==> config.mk <==
export PLATFORM = sky130hd
export DESIGN_NAME = avl_bus_reg_slice_flat
export DESIGN_NICKNAME = d
export VERILOG_FILES = /design/src/rtl/avl_bus_pkg.sv /design/src/rtl/i_avl_bus.sv /design/src/rtl/avl_skid_buf.sv /design/src/rtl/avl_bus_reg_slice.sv /design/src/flat_wrapper.sv
export SDC_FILE = /design/constraint.sdc
export NUM_CORES = 1
export LEC_CHECK = 0
export ABC_CLOCK_PERIOD_IN_PS = 15100
export BUFFER_PORTS_ARGS = -buffer_cell sky130_fd_sc_hd__buf_2
export CORE_AREA = 2 2 89 126
export DETAILED_ROUTE_END_ITERATION = 16
export DIE_AREA = 0 0 91 128
export MAX_ROUTING_LAYER = met4
export PLACE_DENSITY = 0.8
export SYNTH_ARGS = -nofsm -noshare
export SYNTH_HDL_FRONTEND = slang
export SYNTH_SLANG_ARGS = --single-unit
==> constraint.sdc <==
create_clock -name clk -period 15.1 [get_ports clk]
set_input_delay 3.02 -clock clk [delete_from_list [all_inputs] [get_ports clk]]
set_output_delay 3.02 -clock clk [all_outputs]
set_load 0.005 [all_outputs]
==> src/rtl/avl_bus_pkg.sv <==
// avl_bus_pkg: shared widths, request/response payload structs and skid state encoding
package avl_bus_pkg;
  localparam int AW = 16;
  localparam int DW = 32;
  localparam int BW = DW / 8;
  localparam int CW = 8;
  typedef struct packed {
    logic [AW-1:0] address;
    logic [BW-1:0] byte_en;
    logic read;
    logic write;
    logic [DW-1:0] write_data;
    logic begin_burst_transfer;
    logic [CW-1:0] burst_count;
  } req_t;
  typedef struct packed {
    logic [DW-1:0] read_data;
    logic read_data_valid;
  } rsp_t;
  typedef enum logic [1:0] {EMPTY, ONE, FULL} skid_state_t;
endpackage

==> src/rtl/i_avl_bus.sv <==
// i_avl_bus: Avalon-MM style request/response bundle with master and slave views
interface i_avl_bus;
  import avl_bus_pkg::*;
  logic [AW-1:0] address;
  logic [BW-1:0] byte_en;
  logic read;
  logic write;
  logic [DW-1:0] write_data;
  logic begin_burst_transfer;
  logic [CW-1:0] burst_count;
  logic request_ready;
  logic [DW-1:0] read_data;
  logic read_data_valid;
  logic resp_ready;
  modport master (
    output address, byte_en, read, write, write_data, begin_burst_transfer, burst_count, resp_ready,
    input request_ready, read_data, read_data_valid
  );
  modport slave (
    input address, byte_en, read, write, write_data, begin_burst_transfer, burst_count, resp_ready,
    output request_ready, read_data, read_data_valid
  );
endinterface

==> src/rtl/avl_skid_buf.sv <==
// avl_skid_buf: two-entry skid buffer with registered in_ready and 1-cycle latency
module avl_skid_buf
  import avl_bus_pkg::*;
#(
  parameter int W = 8
) (
  input  logic         clk,
  input  logic         rst,
  input  logic         in_valid,
  input  logic [W-1:0] in_data,
  output logic         in_ready,
  output logic         out_valid,
  output logic [W-1:0] out_data,
  input  logic         out_ready
);
  skid_state_t state, state_nxt;
  logic rdy_q, acc, drn;
  logic [W-1:0] main_q, skid_q;
  assign in_ready = rdy_q & ~rst;
  assign out_valid = (state != EMPTY) & ~rst;
  assign out_data = main_q;
  assign acc = in_valid & in_ready;
  assign drn = out_valid & out_ready;
  // occupancy follows this cycle's accept and drain
  always_comb begin
    state_nxt = state;
    case (state)
      EMPTY: state_nxt = acc ? ONE : EMPTY;
      ONE: state_nxt = (acc & ~drn) ? FULL : (~acc & drn) ? EMPTY : ONE;
      FULL: state_nxt = drn ? ONE : FULL;
      default: state_nxt = EMPTY;
    endcase
  end
  // state plus ready registered from the next occupancy so it never depends on inputs
  always_ff @(posedge clk) begin
    if (rst) begin
      state <= EMPTY;
      rdy_q <= 1'b0;
    end else begin
      state <= state_nxt;
      rdy_q <= state_nxt != FULL;
    end
  end
  // skid takes every accepted beat; main loads from input, or from skid when draining a full buffer
  always_ff @(posedge clk) begin
    if (acc) skid_q <= in_data;
    if (state == FULL ? drn : acc && (state == EMPTY || drn)) main_q <= state == FULL ? skid_q : in_data;
  end
endmodule

==> src/rtl/avl_bus_reg_slice.sv <==
// avl_bus_reg_slice: registered Avalon request slice; AVL_BUS_REG_SLICE_RSP_EN adds a registered response slice
module avl_bus_reg_slice
  import avl_bus_pkg::*;
(
  input logic      clk,
  input logic      rst,
  i_avl_bus.slave  avl_in,
  i_avl_bus.master avl_out
);
  req_t rq_in, rq_out;
  logic rq_v;
  assign rq_in = {avl_in.address, avl_in.byte_en, avl_in.read, avl_in.write, avl_in.write_data,
                  avl_in.begin_burst_transfer, avl_in.burst_count};
  avl_skid_buf #(.W($bits(req_t))) u_req (
    .clk(clk),
    .rst(rst),
    .in_valid(avl_in.read | avl_in.write),
    .in_data(rq_in),
    .in_ready(avl_in.request_ready),
    .out_valid(rq_v),
    .out_data(rq_out),
    .out_ready(avl_out.request_ready)
  );
  assign avl_out.address = rq_out.address;
  assign avl_out.byte_en = rq_out.byte_en;
  assign avl_out.read = rq_v & rq_out.read;
  assign avl_out.write = rq_v & rq_out.write;
  assign avl_out.write_data = rq_out.write_data;
  assign avl_out.begin_burst_transfer = rq_out.begin_burst_transfer;
  assign avl_out.burst_count = rq_out.burst_count;
`ifdef AVL_BUS_REG_SLICE_RSP_EN
  rsp_t rs_in, rs_out;
  logic rs_v;
  assign rs_in = {avl_out.read_data, avl_out.read_data_valid};
  avl_skid_buf #(.W($bits(rsp_t))) u_rsp (
    .clk(clk),
    .rst(rst),
    .in_valid(avl_out.read_data_valid),
    .in_data(rs_in),
    .in_ready(avl_out.resp_ready),
    .out_valid(rs_v),
    .out_data(rs_out),
    .out_ready(avl_in.resp_ready)
  );
  assign avl_in.read_data = rs_out.read_data;
  assign avl_in.read_data_valid = rs_v & rs_out.read_data_valid;
`else
  assign avl_in.read_data = avl_out.read_data;
  assign avl_in.read_data_valid = avl_out.read_data_valid & ~rst;
  assign avl_out.resp_ready = avl_in.resp_ready;
`endif
endmodule

==> src/flat_wrapper.sv <==
// flat-port wrapper written by rule: the top's interface ports become plain ports
module avl_bus_reg_slice_flat import avl_bus_pkg::*;
  (clk, rst, avl_in_address, avl_in_byte_en, avl_in_read, avl_in_write, avl_in_write_data, avl_in_begin_burst_transfer, avl_in_burst_count, avl_in_resp_ready, avl_in_request_ready, avl_in_read_data, avl_in_read_data_valid, avl_out_address, avl_out_byte_en, avl_out_read, avl_out_write, avl_out_write_data, avl_out_begin_burst_transfer, avl_out_burst_count, avl_out_resp_ready, avl_out_request_ready, avl_out_read_data, avl_out_read_data_valid);
  i_avl_bus avl_in_i ();
  i_avl_bus avl_out_i ();
  input logic clk;
  input logic rst;
  input wire logic [$bits(avl_in_i.address)-1:0] avl_in_address;
  input wire logic [$bits(avl_in_i.byte_en)-1:0] avl_in_byte_en;
  input wire logic [$bits(avl_in_i.read)-1:0] avl_in_read;
  input wire logic [$bits(avl_in_i.write)-1:0] avl_in_write;
  input wire logic [$bits(avl_in_i.write_data)-1:0] avl_in_write_data;
  input wire logic [$bits(avl_in_i.begin_burst_transfer)-1:0] avl_in_begin_burst_transfer;
  input wire logic [$bits(avl_in_i.burst_count)-1:0] avl_in_burst_count;
  input wire logic [$bits(avl_in_i.resp_ready)-1:0] avl_in_resp_ready;
  output wire logic [$bits(avl_in_i.request_ready)-1:0] avl_in_request_ready;
  output wire logic [$bits(avl_in_i.read_data)-1:0] avl_in_read_data;
  output wire logic [$bits(avl_in_i.read_data_valid)-1:0] avl_in_read_data_valid;
  output wire logic [$bits(avl_out_i.address)-1:0] avl_out_address;
  output wire logic [$bits(avl_out_i.byte_en)-1:0] avl_out_byte_en;
  output wire logic [$bits(avl_out_i.read)-1:0] avl_out_read;
  output wire logic [$bits(avl_out_i.write)-1:0] avl_out_write;
  output wire logic [$bits(avl_out_i.write_data)-1:0] avl_out_write_data;
  output wire logic [$bits(avl_out_i.begin_burst_transfer)-1:0] avl_out_begin_burst_transfer;
  output wire logic [$bits(avl_out_i.burst_count)-1:0] avl_out_burst_count;
  output wire logic [$bits(avl_out_i.resp_ready)-1:0] avl_out_resp_ready;
  input wire logic [$bits(avl_out_i.request_ready)-1:0] avl_out_request_ready;
  input wire logic [$bits(avl_out_i.read_data)-1:0] avl_out_read_data;
  input wire logic [$bits(avl_out_i.read_data_valid)-1:0] avl_out_read_data_valid;
  assign avl_in_i.address = avl_in_address;
  assign avl_in_i.byte_en = avl_in_byte_en;
  assign avl_in_i.read = avl_in_read;
  assign avl_in_i.write = avl_in_write;
  assign avl_in_i.write_data = avl_in_write_data;
  assign avl_in_i.begin_burst_transfer = avl_in_begin_burst_transfer;
  assign avl_in_i.burst_count = avl_in_burst_count;
  assign avl_in_i.resp_ready = avl_in_resp_ready;
  assign avl_in_request_ready = avl_in_i.request_ready;
  assign avl_in_read_data = avl_in_i.read_data;
  assign avl_in_read_data_valid = avl_in_i.read_data_valid;
  assign avl_out_address = avl_out_i.address;
  assign avl_out_byte_en = avl_out_i.byte_en;
  assign avl_out_read = avl_out_i.read;
  assign avl_out_write = avl_out_i.write;
  assign avl_out_write_data = avl_out_i.write_data;
  assign avl_out_begin_burst_transfer = avl_out_i.begin_burst_transfer;
  assign avl_out_burst_count = avl_out_i.burst_count;
  assign avl_out_resp_ready = avl_out_i.resp_ready;
  assign avl_out_i.request_ready = avl_out_request_ready;
  assign avl_out_i.read_data = avl_out_read_data;
  assign avl_out_i.read_data_valid = avl_out_read_data_valid;
  avl_bus_reg_slice u_core (.clk(clk), .rst(rst), .avl_in(avl_in_i), .avl_out(avl_out_i));
endmodule
==> metrics.yaml <==
run:
  max_cap_violations: 0
synthesis:
  syn_nets: 418
  synth_cell_types: 22
  muxShareOfSynthArea: 0.130
  synthXorXnorAreaFrac: 0
  synth_cells: 317
  yosys.area_share.simple: 0.0199
  yosys_warnings: 0
  synth_seq_area_share: 0.702
  synth-compound-area-share: 0.00640
  synth_area_um2: 5480
  ys_seq_elements: 129
  avgSynthCellArea_um2: 17.3
  synth_fa_ha_area_frac: 0.00228
  synth_top_family_by_area: "buffers and inverters"
routing:
  wl_per_cell_um: 18.1
  firstDrtPassIters: 4
  wl_um: 9460
  via_per_inst: 4.92
  remaining_drc_errors: 0
  drtAntennaViolNets: 0
  vias: 2573
  first_iter_violations: 145
die:
  ioPinCount: 198
  die_h_um: 128
  coreArea_um2: 10600
  die_x_um: 91
  core.rowCount: 45
  die-area_um2: 11600
  start_util: 0.517
placed_design:
  place.gp.congestion: 0.771
  placed_cells: 491
  portBuffers: 131
  place_hpwl_um: 6230
global_routing:
  grt_antenna_before_repair: 0
  grt_max_degree: 67
  grt.overflow.total: 0
  grt_usage: 0.172
  grt_pass1_wl_um: 14500
  grt_pass1_vias: 2788
worst_setup_path:
  critPathKind: "in2out"
  crit_arrival_ns: 3.50
  startpoint_type: "input pin"
  crit_required_ns: 12.08
  critPathMaxFanout: 8
  crit_path_end_kind: "output port"
pwr:
  ir_drop_mv: 0.0948
  power_density_nw_per_um2: 140
  p_leak_uw: 0.00235
  power_uw: 863
cells_and_area:
  area_growth_pct: 12.8
  final_nets: 470
  fin_cells: 523
  diodes: 0
  layout-drive-gt1-share: 0.605
run_status:
  status: "finished clean"
clocking:
  cts_resized: 0
  ctsLongestPathBuffers: 2
  clock_latency_ns: 0.40
  cts.clk_slew.worst_paths_ns: 0.06
  cts.sinks: 129
  numCtsBuffers: 17
  cts.hold.buffers_added: 0
  post-cts-setup-buffers: 0
  htree_levels: 4
  cts_tree: "done"
  cts-root-buf: "clkbuf_16"
sta:
  min_period_ns: 6.52
  setup_viol: 0
  fin_tns_setup_ns: 0
  slew_viol_final: 0
  holdWs_ns: 0.549
  max_slew_margin: 0.383
  rsz0062_at_grt: "no"
  max_freq_mhz: 153
  tightest_slew_ns: 0.926
  timing.final.crit_share: 0.432
  clock_skew_ns: 0.00831
  finalHoldViolCount: 0
worst_hold_path:
  hold_path_class: "reg2reg"
[final cells by class]
type / instances / area, um2
sequential: 129 / 3840
inverter: 1 / 3.75
multi-input combinational: 87 / 892
clock buffer: 17 / 425
clock inverter: 15 / 168
tap: 141 / 176
fill: 868 / 4410
timing repair buffer: 133 / 671
[routing by layer]
metal / track usage / vias up / wire length [um]
li1: - / 1174 / -
met1: 0.171 / 1255 / 3350
met2: 0.292 / 87 / 5120
met3: 0.0482 / 57 / 464
met4: 0.119 / 0 / 523
met5: - / - / 0
[metrics by stage]
step | cell area, um2 | setup WS, ns | util
6_report | 6180 | 8.58 | 0.584
5_1_grt | 6180 | 8.53 | 0.584
4_1_cts | 6180 | 8.58 | 0.584
3_5_place_dp | 5590 | 8.58 | 0.528
3_3_place_gp | 5590 | 8.61 | 0.528
2_1_floorplan | 5480 | 6.91 | -
[cells by family after synthesis]
family,after synthesis
AOI/OAI and AO/OA,5
adders and majority gates,1
buffers and inverters,101
DFF,129
muxes,63
and+or+nand+nor,18
[placed cells by master, fill, tap and decap left out]
master	instances
clkinv_2	4
and2b_1	1
nand3b_1	1
inv_6	1
a221oi_1	1
nand2b_4	2
mux2_2	63
nor3_1	1
nor2_1	5
o21ai_4	1
o21a_1	1
or2_2	1
nor3b_1	2
dfxtp_1	3
or3_1	1
clkinvlp_4	2
bufinv_16	3
edfxtp_1	126
nor2_4	1
clkinv_1	2
inv_1	1
nand2b_1	3
ha_1	1
buf_2	131
clkinv_4	3
clkbuf_16	17
buf_4	2
a211o_1	1
a21oi_1	1
[final timing paths]
path                          startpoint                        end  slack [ns]  cells after the start
setup / recovery                     rst       avl_in_request_ready        8.58                      4
hold / removal    u_core.u_req.skid_q[4]   u_core.u_req.out_data[4]        0.55                      1
setup reg to reg   u_core.u_req.state[1]  u_core.u_req.out_data[56]       12.25                      3
hold reg to reg   u_core.u_req.skid_q[4]   u_core.u_req.out_data[4]        0.55                      1
[registers in the layout (all words and copies together), names as in the netlist]
signal,flops
u_core.u_req.skid_q,63
u_core.u_req.state,2
u_core.u_req.out_data,63
u_core.u_req.rdy_q,1
[synthesized netlist by cell type (all sizes together)]
cell type	n	area, um2
nor3	1	5.00
edfxtp	126	3780
or2	1	6.26
or3	1	6.26
nand3b	1	7.51
mux2	63	709
nor2	6	22.5
and2b	1	7.51
o21a	1	7.51
a21oi	1	5.00
a221oi	1	8.76
ha	1	12.5
nand2b	5	38.8
dfxtp	3	60.1
inv	1	3.75
o21ai	1	5.00
buf	100	764
a211o	1	8.76
nor3b	2	15.0
[power breakdown]
part           total [uW]  internal (uW)  leakage [uW]  switching [uW]
Clock                 404            258      0.000288             146
Sequential            416            412       0.00119            4.22
Combinational        42.6           20.7      0.000873            21.9
[critical path, cell delays in order]
cell and delay [ns]:
buf_2 0.15, nand2b_4 0.17, inv_1 0.04, buf_2 0.11
No activity file was read; power rests on OpenSTA's default activity.
